$ cat src/rtl/fpu_iter_adapter.sv
// fpu_iter_adapter: valid/ready front end for a start/done iterative FP core.
// One operation is in flight at a time. Completed results, or a synthetic
// error entry when the watchdog fires, are queued with their issue tag in a
// small result FIFO.
//
// Handshakes: an input transfer happens on any rising edge where in_valid_i
// and in_ready_o are both high. An output transfer happens on any rising edge
// where out_valid_o and out_ready_i are both high and flush_i is low. Payloads
// must hold steady while valid is high and the transfer has not yet happened.
module fpu_iter_adapter #(
    parameter int WIDTH          = 64,
    parameter int OP_W           = 5,
    parameter int TAG_W          = 8,
    parameter int OUT_DEPTH      = 2,
    parameter int TIMEOUT_CYCLES = 256
) (
    input  logic                 clk_i,
    input  logic                 rst_i,
    input  logic                 in_valid_i,
    output logic                 in_ready_o,
    input  logic [3*WIDTH-1:0]   operands_i,
    input  logic [OP_W-1:0]      op_i,
    input  logic [TAG_W-1:0]     tag_i,
    input  logic                 flush_i,
    output logic                 out_valid_o,
    input  logic                 out_ready_i,
    output logic [WIDTH-1:0]     result_o,
    output logic [4:0]           status_o,
    output logic [TAG_W-1:0]     tag_o,
    output logic                 out_error_o,
    output logic                 busy_o,
    output logic                 core_start_o,
    output logic                 core_abort_o,
    output logic [3*WIDTH-1:0]   core_operands_o,
    output logic [OP_W-1:0]      core_op_o,
    input  logic                 core_done_i,
    input  logic [WIDTH-1:0]     core_result_i,
    input  logic [4:0]           core_status_i,
    output logic [1:0]           state_o
);

    typedef enum logic [1:0] {
        IDLE  = 2'd0,
        BUSY  = 2'd1,
        DRAIN = 2'd2
    } state_t;

    // FIFO entry layout: {result, status, tag, error}
    localparam int E_W   = WIDTH + 5 + TAG_W + 1;
    localparam int PTR_W = (OUT_DEPTH > 1) ? $clog2(OUT_DEPTH) : 1;
    localparam int CNT_W = $clog2(OUT_DEPTH + 1);
    // Watchdog counts 0..TIMEOUT_CYCLES-1; the cycle at the last value expires.
    localparam int WD_W  = (TIMEOUT_CYCLES > 1) ? $clog2(TIMEOUT_CYCLES) : 1;
    localparam logic [WD_W-1:0] WD_LAST =
        WD_W'((TIMEOUT_CYCLES > 0) ? TIMEOUT_CYCLES - 1 : 0);
    localparam logic WD_ON = (TIMEOUT_CYCLES > 0);

    state_t              state;
    logic                start_q;
    logic                abort_q;
    logic [WD_W-1:0]     wd_cnt;
    logic [3*WIDTH-1:0]  operands_q;
    logic [OP_W-1:0]     op_q;
    logic [TAG_W-1:0]    tag_q;

    logic [E_W-1:0]      mem [OUT_DEPTH];
    logic [PTR_W-1:0]    wr_ptr;
    logic [PTR_W-1:0]    rd_ptr;
    logic [CNT_W-1:0]    count;

    logic                accept;
    logic                done_ok;
    logic                wd_expire;
    logic                push;
    logic                pop;
    logic [E_W-1:0]      push_entry;

    function automatic logic [PTR_W-1:0] ptr_inc(input logic [PTR_W-1:0] p);
        return (p == PTR_W'(OUT_DEPTH - 1)) ? '0 : p + 1'b1;
    endfunction

    // Handshake, completion and FIFO control decodes
    always_comb begin
        in_ready_o = (state == IDLE) && (count < CNT_W'(OUT_DEPTH)) && !flush_i;
        accept     = in_valid_i && in_ready_o;
        // A done pulse coincident with the launch pulse is stale and ignored.
        done_ok    = core_done_i && !start_q;
        wd_expire  = WD_ON && (wd_cnt == WD_LAST) && !done_ok;
        push       = (state == BUSY) && !flush_i && (done_ok || wd_expire);
        pop        = (count != '0) && out_ready_i && !flush_i;
        push_entry = done_ok ? {core_result_i, core_status_i, tag_q, 1'b0}
                             : {{WIDTH{1'b0}}, 5'b10000, tag_q, 1'b1};
    end

    // Control FSM: launch, wait for done or watchdog, drain after flush
    always_ff @(posedge clk_i or posedge rst_i) begin
        if (rst_i) begin
            state      <= IDLE;
            start_q    <= 1'b0;
            abort_q    <= 1'b0;
            wd_cnt     <= '0;
            operands_q <= '0;
            op_q       <= '0;
            tag_q      <= '0;
        end else begin
            start_q <= accept;
            abort_q <= 1'b0;
            case (state)
                IDLE: begin
                    if (accept) begin
                        operands_q <= operands_i;
                        op_q       <= op_i;
                        tag_q      <= tag_i;
                        wd_cnt     <= '0;
                        state      <= BUSY;
                    end
                end
                BUSY: begin
                    if (done_ok) begin
                        state <= IDLE;
                    end else if (wd_expire) begin
                        abort_q <= 1'b1;
                        state   <= IDLE;
                    end else begin
                        wd_cnt <= wd_cnt + 1'b1;
                        if (flush_i) begin
                            state <= DRAIN;
                        end
                    end
                end
                DRAIN: begin
                    if (done_ok) begin
                        state <= IDLE;
                    end else if (wd_expire) begin
                        abort_q <= 1'b1;
                        state   <= IDLE;
                    end else begin
                        wd_cnt <= wd_cnt + 1'b1;
                    end
                end
                default: state <= IDLE;
            endcase
        end
    end

    // Result FIFO: flush empties it, otherwise push/pop with wrapping pointers
    always_ff @(posedge clk_i or posedge rst_i) begin
        if (rst_i) begin
            for (int i = 0; i < OUT_DEPTH; i++) begin
                mem[i] <= '0;
            end
            wr_ptr <= '0;
            rd_ptr <= '0;
            count  <= '0;
        end else if (flush_i) begin
            wr_ptr <= '0;
            rd_ptr <= '0;
            count  <= '0;
        end else begin
            if (push) begin
                mem[wr_ptr] <= push_entry;
                wr_ptr      <= ptr_inc(wr_ptr);
            end
            if (pop) begin
                rd_ptr <= ptr_inc(rd_ptr);
            end
            if (push && !pop) begin
                count <= count + 1'b1;
            end else if (pop && !push) begin
                count <= count - 1'b1;
            end
        end
    end

    // Output mapping from registered state and FIFO head
    always_comb begin
        {result_o, status_o, tag_o, out_error_o} = mem[rd_ptr];
        out_valid_o     = (count != '0);
        busy_o          = (state != IDLE) || (count != '0);
        core_start_o    = start_q;
        core_abort_o    = abort_q;
        core_operands_o = operands_q;
        core_op_o       = op_q;
        state_o         = state;
    end

endmodule

$ cat config.mk
export PLATFORM = sky130hd
export DESIGN_NAME = fpu_iter_adapter
export DESIGN_NICKNAME = d
export VERILOG_FILES = /design/src/rtl/fpu_iter_adapter.sv
export SDC_FILE = /design/constraint.sdc
export NUM_CORES = 1
export LEC_CHECK = 0
export BUFFER_PORTS_ARGS = -buffer_cell sky130_fd_sc_hd__buf_2
export CORE_MARGIN = 10
export CORE_UTILIZATION = 30
export CTS_CLUSTER_SIZE = 8
export DETAILED_ROUTE_END_ITERATION = 7
export GPL_ROUTABILITY_DRIVEN = 0
export GPL_TIMING_DRIVEN = 0
export HOLD_SLACK_MARGIN = 0.05
export SYNTH_ARGS = -nofsm -noshare
export SYNTH_HDL_FRONTEND = slang
export SYNTH_SLANG_ARGS = --single-unit
$ cat constraint.sdc
create_clock -name clk_i -period 14.79 [get_ports clk_i]
set_clock_uncertainty 0.1 [all_clocks]
set_input_delay 1.479 -clock clk_i [delete_from_list [all_inputs] [get_ports clk_i]]
set_output_delay 1.479 -clock clk_i [all_outputs]
set_load 0.01 [all_outputs]
==> flow_summary.yaml <==
pwr:
  p_int_w: 0.00287
  p_clk_frac: 0.245
  p_sw_frac: 0.353
  leakagePower_nw: 11.4
  ir_worst_vdd_uv: 103
  share_seq_of_total_power: 0.396
  comb_power_share: 0.360
  power_w: 0.00444
  p_switching_w: 0.00156
  cellPowerDensity_nw_per_um2: 211
cells_and_area:
  post-route-util: 0.400
  drive_above_1_share: 0.428
  final_common_cell: "nand2_1"
  design_area_sq_um: 21000
  areaGrowthSynthToFinish_pct: 32.6
  layout_common_cells: "nand2_1 (625), buf_2 (582), dfrtp_1 (377), mux2_2 (212), and2_1 (68)"
  nets: 2363
cts:
  cts_sinks: 377
  root_buffer: "clkbuf_16"
  post-cts-setup-buffers: 0
  htreeDepth: 2
  cts_resized: 0
  cts_made_buffers: 53
  hold_buffers: 0
  cts_tree: "yes"
  insertion_delay_ns: 0.57
  clkTransAtPathRegs_ns: 0.05
  clock_path_buffers: 3
logic_synthesis:
  synth_top_flop_cell: "dfrtp_1"
  yosys_warnings: 0
  synth_edf_count: 0
  ys_ff_latch: 377
  syn_area_per_cell_sq_um: 10.8
  yosys.cell_types.count: 43
  synthCells: 1460
  ys_seq_area_frac: 0.596
  syn_area_sq_um: 15800
  synth.net_count: 1745
  synth_async_sr_flop_share: 1.00
route:
  first_pass_iters: 5
  postRouteAntennaNets: 0
  dr.first_iter.drc_count: 611
  avgRoutedWirePerCell_um: 19.6
  routed_via_density: 4.56
  vias: 12700
  postRouteWirelength_um: 54500
  drc: 0
timing:
  worstMarginPinSlew_ns: 0.998
  slew-limit-headroom: 0.335
  period_share: 0.301
  finalHoldViolations: 0
  rsz0062_at_grt: "no"
  final-setup-viol-count: 0
  maxSlewViolCount: 0
  period_needed_ns: 4.46
  fmax_mhz: 224
grt:
  antenna_found_initial: 11
  overflow: 0
  grt_pass1_wl_um: 83400
  first_global_vias: 13700
  grt_usage: 0.170
  grt_max_degree: 132
status:
  status: "finished clean"
critical_path:
  start_kind: "register"
  crit_path_end_kind: "primary output"
  cp_max_fo: 10
  r2r_start: "state_o[0]"
  worstPathRequired_ns: 13.21
  crit_start: "rd_ptr"
  critPathKind: "register to primary output"
  cp.arrival_ns: 2.88
place:
  io_buffers: 561
  hpwl_um: 41500
  place_area_sq_um: 19600
die:
  pin_count: 562
  initial_core_util: 0.302
  dieArea_sq_um: 62400
  die_width_um: 250
  core_area_sq_um: 52400
  die_h_um: 250
  rows: 84
hold_path:
  min_from: "core_operands_o[13]"
  hold_path_class: "register to register"
job:
  max-cap-violations: 0
final timing paths:
check                                       endpoint  cells after the start  slack (ns)
worst max-delay path                    result_o[27]                      5       10.33
worst min-delay path             core_operands_o[13]                      2        0.36
worst max register to register   core_operands_o[83]                     10       11.89
worst min register to register   core_operands_o[13]                      2        0.36
max in group asynchronous       core_operands_o[176]                      3       12.43
min in group asynchronous        core_operands_o[85]                      2        0.98
state kept, by name (all words and copies together), names as in the netlist:
signal           cells
rd_ptr               1
core_operands_o    192
tag_q                8
core_abort_o         1
core_start_o         1
core_op_o            5
mem                156
wr_ptr               1
wd_cnt               8
state_o              2
count                2
final cells by class:
cell class | count | area [sq um]
plain buffers | 80 | 400
well taps | 688 | 861
flip-flops and latches | 377 | 9430
clock buffers | 57 | 1400
multi-input cells | 996 | 5970
inverters | 7 | 33.8
repair buffers | 563 | 2860
diodes | 7 | 17.5
clock inverters | 2 | 13.8
fillers | 5184 | 31400
critical path, stage by stage (launching register included):
cell,delay [ns]
dfrtp_1,0.32
clkbuf_1,0.28
buf_2,0.37
buf_1,0.72
mux2_2,0.44
buf_2,0.15
stage by stage:
step / setup slack (ns) / setup TNS, ns / std cells / hold slack (ns)
after floorplan: 2.74 / 0 / 1460 / 0.360
after detailed placement: 10.88 / 0 / 2711 / 0.356
final: 10.33 / 0 / 2777 / 0.364
after global placement: -1.29 / -474.89 / 2709 / 0.353
after global routing: 10.20 / 0 / 2777 / 0.387
after CTS: 10.22 / 0 / 2770 / 0.369
power groups by stage:
stage	logic (W)	registers, W	clock network, W
final	0.00160	0.00176	0.00108
after global routing	0.00176	0.00181	0.00116
after CTS	0.00163	0.00176	0.00112
after detailed placement	0.00163	0.00176	0
after global placement	0.00160	0.00174	0
after floorplan	0.000793	0.00184	0
logic make-up after synthesis:
kind of cell / after synthesis / share of synthesized area
flops: 377 / 0.596
compound gates: 24 / 0.00980
fa+ha+maj: 5 / 0.00395
xor+xnor: 1 / 0.000553
mux: 235 / 0.172
simple gates: 731 / 0.191
buf+inv: 87 / 0.0269
cells in the mapped netlist (all sizes together), types with 6 or more instances:
master,n,area [sq um]
a21oi,9,45.0
and2,68,425
buf,46,273
clkbuf,34,128
dfrtp,377,9430
inv,7,26.3
mux2,235,2720
nand2,625,2350
nor2,6,22.5
nor2b,6,37.5
o21ai,7,46.3
per-layer routing:
layer	vias to the layer above	GRT usage	wire length (um)
met3	78	0.0576	4440
met5	-	0	41
met1	6191	0.201	22300
met2	483	0.288	26600
li1	5904	-	-
met4	6	0.0447	1050
Note: power is estimated with default switching activity, not from simulation.
